File: config.mk
export PLATFORM = sky130hd
export DESIGN_NAME = mips_multicycle_ctrl_flat
export DESIGN_NICKNAME = d
export VERILOG_FILES = /design/src/rtl/mips_multicycle_ctrl_if.sv /design/src/rtl/mips_multicycle_ctrl.sv /design/src/flat_wrapper.sv
export SDC_FILE = /design/constraint.sdc
export NUM_CORES = 1
export LEC_CHECK = 0
export BUFFER_PORTS_ARGS = -buffer_cell sky130_fd_sc_hd__buf_2
export CORE_ASPECT_RATIO = 0.7
export CORE_MARGIN = 10
export CORE_UTILIZATION = 50
export CTS_BUF_LIST = sky130_fd_sc_hd__clkbuf_8
export CTS_CLUSTER_DIAMETER = 60
export DETAILED_ROUTE_END_ITERATION = 10
export PLACE_DENSITY = 0.83
export REMOVE_ABC_BUFFERS = 1
export SYNTH_ARGS = -nofsm -noshare
export SYNTH_HDL_FRONTEND = slang
export SYNTH_SLANG_ARGS = --single-unit
File: constraint.sdc
create_clock -name clk -period 3.15 [get_ports clk]
set_input_delay 0.315 -clock clk [delete_from_list [all_inputs] [get_ports clk]]
set_output_delay 0.315 -clock clk [all_outputs]
set_load 0.03 [all_outputs]
File: src/rtl/mips_multicycle_ctrl_if.sv
// Control/status bundle between the multicycle MIPS controller and its datapath.
// The controller drives the datapath enables, the mux selects and the ALU opcode.
// It consumes the instruction fields and the ALU Zero flag.
interface mips_multicycle_ctrl_if #(
    parameter int unsigned CNT_W = 32
);
    logic [5:0]       Opcode;
    logic [5:0]       Funct;
    logic             Zero;
    logic             PCEn;
    logic             IorD;
    logic             MemRead;
    logic             MemWrite;
    logic             IRWrite;
    logic             MemtoReg;
    logic             RegDst;
    logic             RegWrite;
    logic             ALUSrcA;
    logic [1:0]       ALUSrcB;
    logic [1:0]       PCSource;
    logic [3:0]       ALUOperation;
    logic             IllegalOp;
    logic [3:0]       State;
    logic [CNT_W-1:0] InstrCount;

    modport master (
        input  Opcode, Funct, Zero,
        output PCEn, IorD, MemRead, MemWrite, IRWrite, MemtoReg, RegDst, RegWrite,
               ALUSrcA, ALUSrcB, PCSource, ALUOperation, IllegalOp, State, InstrCount
    );

    modport slave (
        output Opcode, Funct, Zero,
        input  PCEn, IorD, MemRead, MemWrite, IRWrite, MemtoReg, RegDst, RegWrite,
               ALUSrcA, ALUSrcB, PCSource, ALUOperation, IllegalOp, State, InstrCount
    );
endinterface

File: src/rtl/mips_multicycle_ctrl.sv
// Multicycle MIPS main controller.
// It sequences fetch/decode/execute/memory/writeback for R-type, lw, sw, beq, j and addi.
// Outputs are Moore-decoded from the registered state.
module mips_multicycle_ctrl #(
    parameter int unsigned CNT_W = 32
) (
    input logic                  clk,
    input logic                  reset,
    mips_multicycle_ctrl_if.master bus
);

    typedef enum logic [3:0] {
        FETCH    = 4'd0,
        DECODE   = 4'd1,
        MEMADR   = 4'd2,
        MEMREAD  = 4'd3,
        MEMWB    = 4'd4,
        MEMWRITE = 4'd5,
        RTYPE_EX = 4'd6,
        RTYPE_WB = 4'd7,
        BRANCH   = 4'd8,
        JUMP     = 4'd9,
        ADDI_EX  = 4'd10,
        ADDI_WB  = 4'd11
    } state_t;

    state_t           state;
    logic [5:0]       op_q;
    logic [5:0]       funct_q;
    logic [CNT_W-1:0] count;
    logic             retire;
    logic             op_legal;
    logic [3:0]       rt_aluop;
    logic             rt_legal;

    logic             pcen, iord, memread, memwrite, irwrite, memtoreg, regdst, regwrite;
    logic             alusrca, illegal;
    logic [1:0]       alusrcb, pcsource;
    logic [3:0]       aluop;

    // States whose exit edge completes an instruction
    always_comb begin
        retire = 1'b0;
        case (state)
            MEMWB, MEMWRITE, RTYPE_WB, BRANCH, JUMP, ADDI_WB: retire = 1'b1;
            default:                                          retire = 1'b0;
        endcase
    end

    // Opcode legality, judged on the live opcode during DECODE
    always_comb begin
        op_legal = 1'b0;
        case (bus.Opcode)
            6'h00, 6'h23, 6'h2B, 6'h04, 6'h02, 6'h08: op_legal = 1'b1;
            default:                                   op_legal = 1'b0;
        endcase
    end

    // R-type funct to ALU opcode, from the latched funct
    always_comb begin
        rt_aluop = 4'b0000;
        rt_legal = 1'b1;
        case (funct_q)
            6'h20:   rt_aluop = 4'b0010;
            6'h22:   rt_aluop = 4'b0110;
            6'h24:   rt_aluop = 4'b0000;
            6'h25:   rt_aluop = 4'b0001;
            6'h27:   rt_aluop = 4'b1100;
            6'h2A:   rt_aluop = 4'b0111;
            default: rt_legal = 1'b0;
        endcase
    end

    // State register, instruction-field latches and retired-instruction counter
    always_ff @(posedge clk or posedge reset) begin
        if (reset) begin
            state   <= FETCH;
            op_q    <= '0;
            funct_q <= '0;
            count   <= '0;
        end else begin
            if (retire) begin
                count <= count + CNT_W'(1);
            end
            case (state)
                FETCH:    state <= DECODE;
                DECODE: begin
                    op_q    <= bus.Opcode;
                    funct_q <= bus.Funct;
                    case (bus.Opcode)
                        6'h00:        state <= RTYPE_EX;
                        6'h23, 6'h2B: state <= MEMADR;
                        6'h04:        state <= BRANCH;
                        6'h02:        state <= JUMP;
                        6'h08:        state <= ADDI_EX;
                        default:      state <= FETCH;
                    endcase
                end
                MEMADR:   state <= (op_q == 6'h23) ? MEMREAD : MEMWRITE;
                MEMREAD:  state <= MEMWB;
                RTYPE_EX: state <= rt_legal ? RTYPE_WB : FETCH;
                ADDI_EX:  state <= ADDI_WB;
                default:  state <= FETCH;
            endcase
        end
    end

    // Moore output decode.
    // Gating with reset drops the write enables asynchronously.
    // It also lets FETCH outputs show up as soon as reset releases.
    always_comb begin
        pcen     = 1'b0;
        iord     = 1'b0;
        memread  = 1'b0;
        memwrite = 1'b0;
        irwrite  = 1'b0;
        memtoreg = 1'b0;
        regdst   = 1'b0;
        regwrite = 1'b0;
        alusrca  = 1'b0;
        alusrcb  = 2'b00;
        pcsource = 2'b00;
        aluop    = 4'b0000;
        illegal  = 1'b0;
        if (!reset) begin
            case (state)
                FETCH: begin
                    memread = 1'b1;
                    irwrite = 1'b1;
                    alusrcb = 2'b01;
                    aluop   = 4'b0010;
                    pcen    = 1'b1;
                end
                DECODE: begin
                    alusrcb = 2'b11;
                    aluop   = 4'b0010;
                    illegal = ~op_legal;
                end
                MEMADR, ADDI_EX: begin
                    alusrca = 1'b1;
                    alusrcb = 2'b10;
                    aluop   = 4'b0010;
                end
                MEMREAD: begin
                    memread = 1'b1;
                    iord    = 1'b1;
                end
                MEMWB: begin
                    regwrite = 1'b1;
                    memtoreg = 1'b1;
                end
                MEMWRITE: begin
                    memwrite = 1'b1;
                    iord     = 1'b1;
                end
                RTYPE_EX: begin
                    alusrca = 1'b1;
                    aluop   = rt_aluop;
                    illegal = ~rt_legal;
                end
                RTYPE_WB: begin
                    regwrite = 1'b1;
                    regdst   = 1'b1;
                end
                BRANCH: begin
                    alusrca  = 1'b1;
                    aluop    = 4'b0110;
                    pcsource = 2'b01;
                    pcen     = bus.Zero;
                end
                JUMP: begin
                    pcsource = 2'b10;
                    pcen     = 1'b1;
                end
                ADDI_WB: begin
                    regwrite = 1'b1;
                end
                default: ;
            endcase
        end
    end

    assign bus.PCEn         = pcen;
    assign bus.IorD         = iord;
    assign bus.MemRead      = memread;
    assign bus.MemWrite     = memwrite;
    assign bus.IRWrite      = irwrite;
    assign bus.MemtoReg     = memtoreg;
    assign bus.RegDst       = regdst;
    assign bus.RegWrite     = regwrite;
    assign bus.ALUSrcA      = alusrca;
    assign bus.ALUSrcB      = alusrcb;
    assign bus.PCSource     = pcsource;
    assign bus.ALUOperation = aluop;
    assign bus.IllegalOp    = illegal;
    assign bus.State        = state;
    assign bus.InstrCount   = count;

endmodule

File: src/flat_wrapper.sv
// flat-port wrapper written by rule: the top's interface ports become plain ports
module mips_multicycle_ctrl_flat 
#(
    parameter int unsigned CNT_W = 32
)
  (clk, reset, bus_Opcode, bus_Funct, bus_Zero, bus_PCEn, bus_IorD, bus_MemRead, bus_MemWrite, bus_IRWrite, bus_MemtoReg, bus_RegDst, bus_RegWrite, bus_ALUSrcA, bus_ALUSrcB, bus_PCSource, bus_ALUOperation, bus_IllegalOp, bus_State, bus_InstrCount);
  mips_multicycle_ctrl_if #(.CNT_W(CNT_W)) bus_i ();
  input logic clk;
  input logic reset;
  input wire logic [$bits(bus_i.Opcode)-1:0] bus_Opcode;
  input wire logic [$bits(bus_i.Funct)-1:0] bus_Funct;
  input wire logic [$bits(bus_i.Zero)-1:0] bus_Zero;
  output wire logic [$bits(bus_i.PCEn)-1:0] bus_PCEn;
  output wire logic [$bits(bus_i.IorD)-1:0] bus_IorD;
  output wire logic [$bits(bus_i.MemRead)-1:0] bus_MemRead;
  output wire logic [$bits(bus_i.MemWrite)-1:0] bus_MemWrite;
  output wire logic [$bits(bus_i.IRWrite)-1:0] bus_IRWrite;
  output wire logic [$bits(bus_i.MemtoReg)-1:0] bus_MemtoReg;
  output wire logic [$bits(bus_i.RegDst)-1:0] bus_RegDst;
  output wire logic [$bits(bus_i.RegWrite)-1:0] bus_RegWrite;
  output wire logic [$bits(bus_i.ALUSrcA)-1:0] bus_ALUSrcA;
  output wire logic [$bits(bus_i.ALUSrcB)-1:0] bus_ALUSrcB;
  output wire logic [$bits(bus_i.PCSource)-1:0] bus_PCSource;
  output wire logic [$bits(bus_i.ALUOperation)-1:0] bus_ALUOperation;
  output wire logic [$bits(bus_i.IllegalOp)-1:0] bus_IllegalOp;
  output wire logic [$bits(bus_i.State)-1:0] bus_State;
  output wire logic [$bits(bus_i.InstrCount)-1:0] bus_InstrCount;
  assign bus_i.Opcode = bus_Opcode;
  assign bus_i.Funct = bus_Funct;
  assign bus_i.Zero = bus_Zero;
  assign bus_PCEn = bus_i.PCEn;
  assign bus_IorD = bus_i.IorD;
  assign bus_MemRead = bus_i.MemRead;
  assign bus_MemWrite = bus_i.MemWrite;
  assign bus_IRWrite = bus_i.IRWrite;
  assign bus_MemtoReg = bus_i.MemtoReg;
  assign bus_RegDst = bus_i.RegDst;
  assign bus_RegWrite = bus_i.RegWrite;
  assign bus_ALUSrcA = bus_i.ALUSrcA;
  assign bus_ALUSrcB = bus_i.ALUSrcB;
  assign bus_PCSource = bus_i.PCSource;
  assign bus_ALUOperation = bus_i.ALUOperation;
  assign bus_IllegalOp = bus_i.IllegalOp;
  assign bus_State = bus_i.State;
  assign bus_InstrCount = bus_i.InstrCount;
  mips_multicycle_ctrl #(.CNT_W(CNT_W)) u_core (.clk(clk), .reset(reset), .bus(bus_i));
endmodule
==> results.md <==
* CTS clk-pin slew, worst paths at 0.08 ns
* P_sw at 0.0006088 W
* Max Clock Freq at 435.9 MHz
* Max-cap violations at 0
* Crit start category: flip-flop
* CP Capture Type: output pin
* Initial DRT Pass Iterations at 4
* CP arrival at ~2.0 ns
* Sequential-to-total area share from yosys stat at 48.66%
* Worst hold slack at 0.2541 ns
* Core ar. at 4782 µm²
* Final Hold Viols at 0
* Synthesized area at 2469 µm²
* Die area at 8193 µm²
* Flop pwr share at a little under half
* YS warnings at 0
* Post-route cell area at 2972 µm²
* Cts hold-fix bufs at 0
* Diode count at 0
* Die H at 78.79 µm
* Global Route Usage Sum at 14.13%
* Postcts setup bufs at 0
* Synth-to-Final Area Change at 20.38%
* Syn Area/Cell at between 10 and 15 µm²
* # DRC at 0
* Placed Area at approximately 2900 µm²
* Global-route wire length before repair at 9901 µm
* Dpl ws at 1.016 ns
* IO Pins at 69
* Power share of the clock group at 23.7%
* Initial Util at 51.62%
* Syn Inst Count at 241
* Final Non-Filler Cells at 378
* CP max-delay cell: dfrtp_1
* Pin count of the biggest net entering global routing at 51
* CTS resizes at 0
* Worst-skew pair later-pin latency at 0.29 ns
* Final net count at approximately 320
* Switching part of the total at roughly 34%
* Power Density at 604.1 nW/µm²
* Routed vias at 2029
* CTS tree: done
* Max Root-Sink Buffers at 2
* Gate power share at approximately 30%
* Crit. path cell count at 6
* Die W at 104.0 µm
* Post-synth EDFFs at 0
* Initial drt markers at 92
* Hold Path Stages at 2
* Clock Skew at approximately 0.0054 ns
* Required time worst endpoint at 2.83 ns
* Crit Path Class: reg2out
* CP Max Fanout at 14
* Routed WL at between 5000 and 6000 µm
* Synthesis-stage register bit count at 48
* Detail Placement HPWL at 4580 µm
* Fin. max-slew vios at 0
* Clk sinks at 48
* Commonest non-fill, non-tap cell in the layout: buf_2
* Layout cell share with drive strength beyond 1 at 30.42%
* CP cell instances: inv_1 -> nand2_1 -> nor2_1 -> buf_4 -> a32o_1 -> buf_2
* Routed Antenna Nets at 0
* H-Tree Level Count at 2
* Top delay family on crit path: flip-flops
* Max incr delay on CP at 0.61 ns
* WL/cell at 15.78 µm
* Total negative setup slack at 0 ns
* Status: completed
* Number of global-route vias before repair at 2012
* Period utilisation layout at 72.82%
* Port Buffers at 68
* Worst VDD drop at approximately 370 µV
* PnR worst setup slack at 0.8561 ns
* # setup viols final at 0
* Hold Path Class: in2reg
* TritonCTS Buffers at 5
* Slew @ Worst Pin at 0.6083 ns
* RSZ-0062 raised after global routing: no
* Row count at 21
* Total grt overflow at 0
* Max_slew headroom at between 50% and 60%
* Async SR Flop Fraction at 100.0%
* Placer Congestion at 0.8553
* Internal power at 0.001186 W
* CTS Root Cell: clkbuf_8
* Prevailing post-synth register cell: dfrtp_1
* Crit path buffers/inverters at 3
* Antenna violations before repair at 0
* Final min period at ~2.3 ns
* Yosys cell types at 35
* DR vias/cell at ~5.4
* Commonest cells after routing, fill and taps aside: 68 x buf_2, 48 x dfrtp_1, 23 x xnor2_1, 18 x nand2_1
* R2R depth at 5
* Dpl cells at 370
* Leak at 1.511 nW
-- power groups by stage --
stage          combinational [W]  clock, W  sequential [W]
2_1_floorplan           0.000349         0        0.000876
3_3_place_gp            0.000524         0        0.000845
3_5_place_dp            0.000533         0        0.000851
4_1_cts                 0.000535  0.000438        0.000840
5_1_grt                 0.000582  0.000463        0.000859
6_report                0.000529  0.000426        0.000840
-- final timing paths --
path                                          start                         to  slack (ns)
max reg2reg                     u_core.bus.State[1]  u_core.bus.InstrCount[25]        1.02
min                                    bus_Funct[0]          u_core.funct_q[0]        0.25
min in group asynchronous                     reset        u_core.bus.State[0]        0.27
min reg2reg                u_core.bus.InstrCount[3]   u_core.bus.InstrCount[3]        0.49
max                             u_core.bus.State[3]              bus_IllegalOp        0.86
max in group asynchronous                     reset          u_core.funct_q[2]        2.47
-- sequential cells by signal (all words and copies together), names as in the netlist --
register,flops
u_core.funct_q,6
u_core.bus.InstrCount,32
u_core.bus.State,4
u_core.op_q,6
-- final cells by class --
class	instances	area (µm²)
Fill cell	432	1810
Timing Repair Buffer	70	355.3
Multi-Input combinational cell	180	1210
Inverter	3	11.26
Sequential cell	48	1201
Clock buffer	5	68.82
Tap cell	69	86.33
Clock inverter	3	38.79
-- cells by family after synthesis --
logic type                 synth area share [%]
AOI/OAI and AO/OA                         4.968
muxes                                     6.386
xor gates and xnor gates                  12.42
buffers and inverters                     2.332
and+or+nand+nor                           24.73
adders and majority gates                0.5068
DFF                                       48.66
-- cell usage after synthesis (all sizes together), types with 2 or more instances --
cell	count	area share, %
nor3	10	2.0
buf	5	1.1
nand2	18	2.7
and4	6	2.1
o21ai	5	1.0
nor4	2	0.51
clkbuf	5	0.76
a21oi	6	1.2
nand3b	2	0.61
nor2	17	2.6
dfrtp	48	49
and2	3	0.76
nand2b	3	0.76
xor2	12	4.3
nand4	9	2.3
mux2	14	6.4
inv	3	0.46
and3	13	3.3
nor4b	5	2.0
xnor2	23	8.2
nand3	17	3.4
nor2b	4	1.0
-- metal layers --
metal / track usage (%) / vias to the layer above / part of all wire (%)
li1: - / 988 / -
met1: 18.97 / 979 / 48
met2: 21.91 / 58 / 45
met3: 4.194 / 4 / 6.1
met4: 3.601 / 0 / 0.89
met5: 0 / - / 0
-- metrics by stage --
step	power (W)	util, %
floorplan	0.001225	-
global placement	0.001369	59.89
detailed placement	0.001384	59.89
CTS	0.001814	62.14
global route	0.001903	62.14
finish	0.001795	62.14
-- worst reg2reg max path: stages (launching register included) --
cell	delay (ns)
dfrtp_1	0.59
nor2b_1	0.30
nor4b_2	0.40
and3_1	0.40
and3_1	0.23
xor2_1	0.14
No activity file was read; power rests on OpenSTA's default activity.
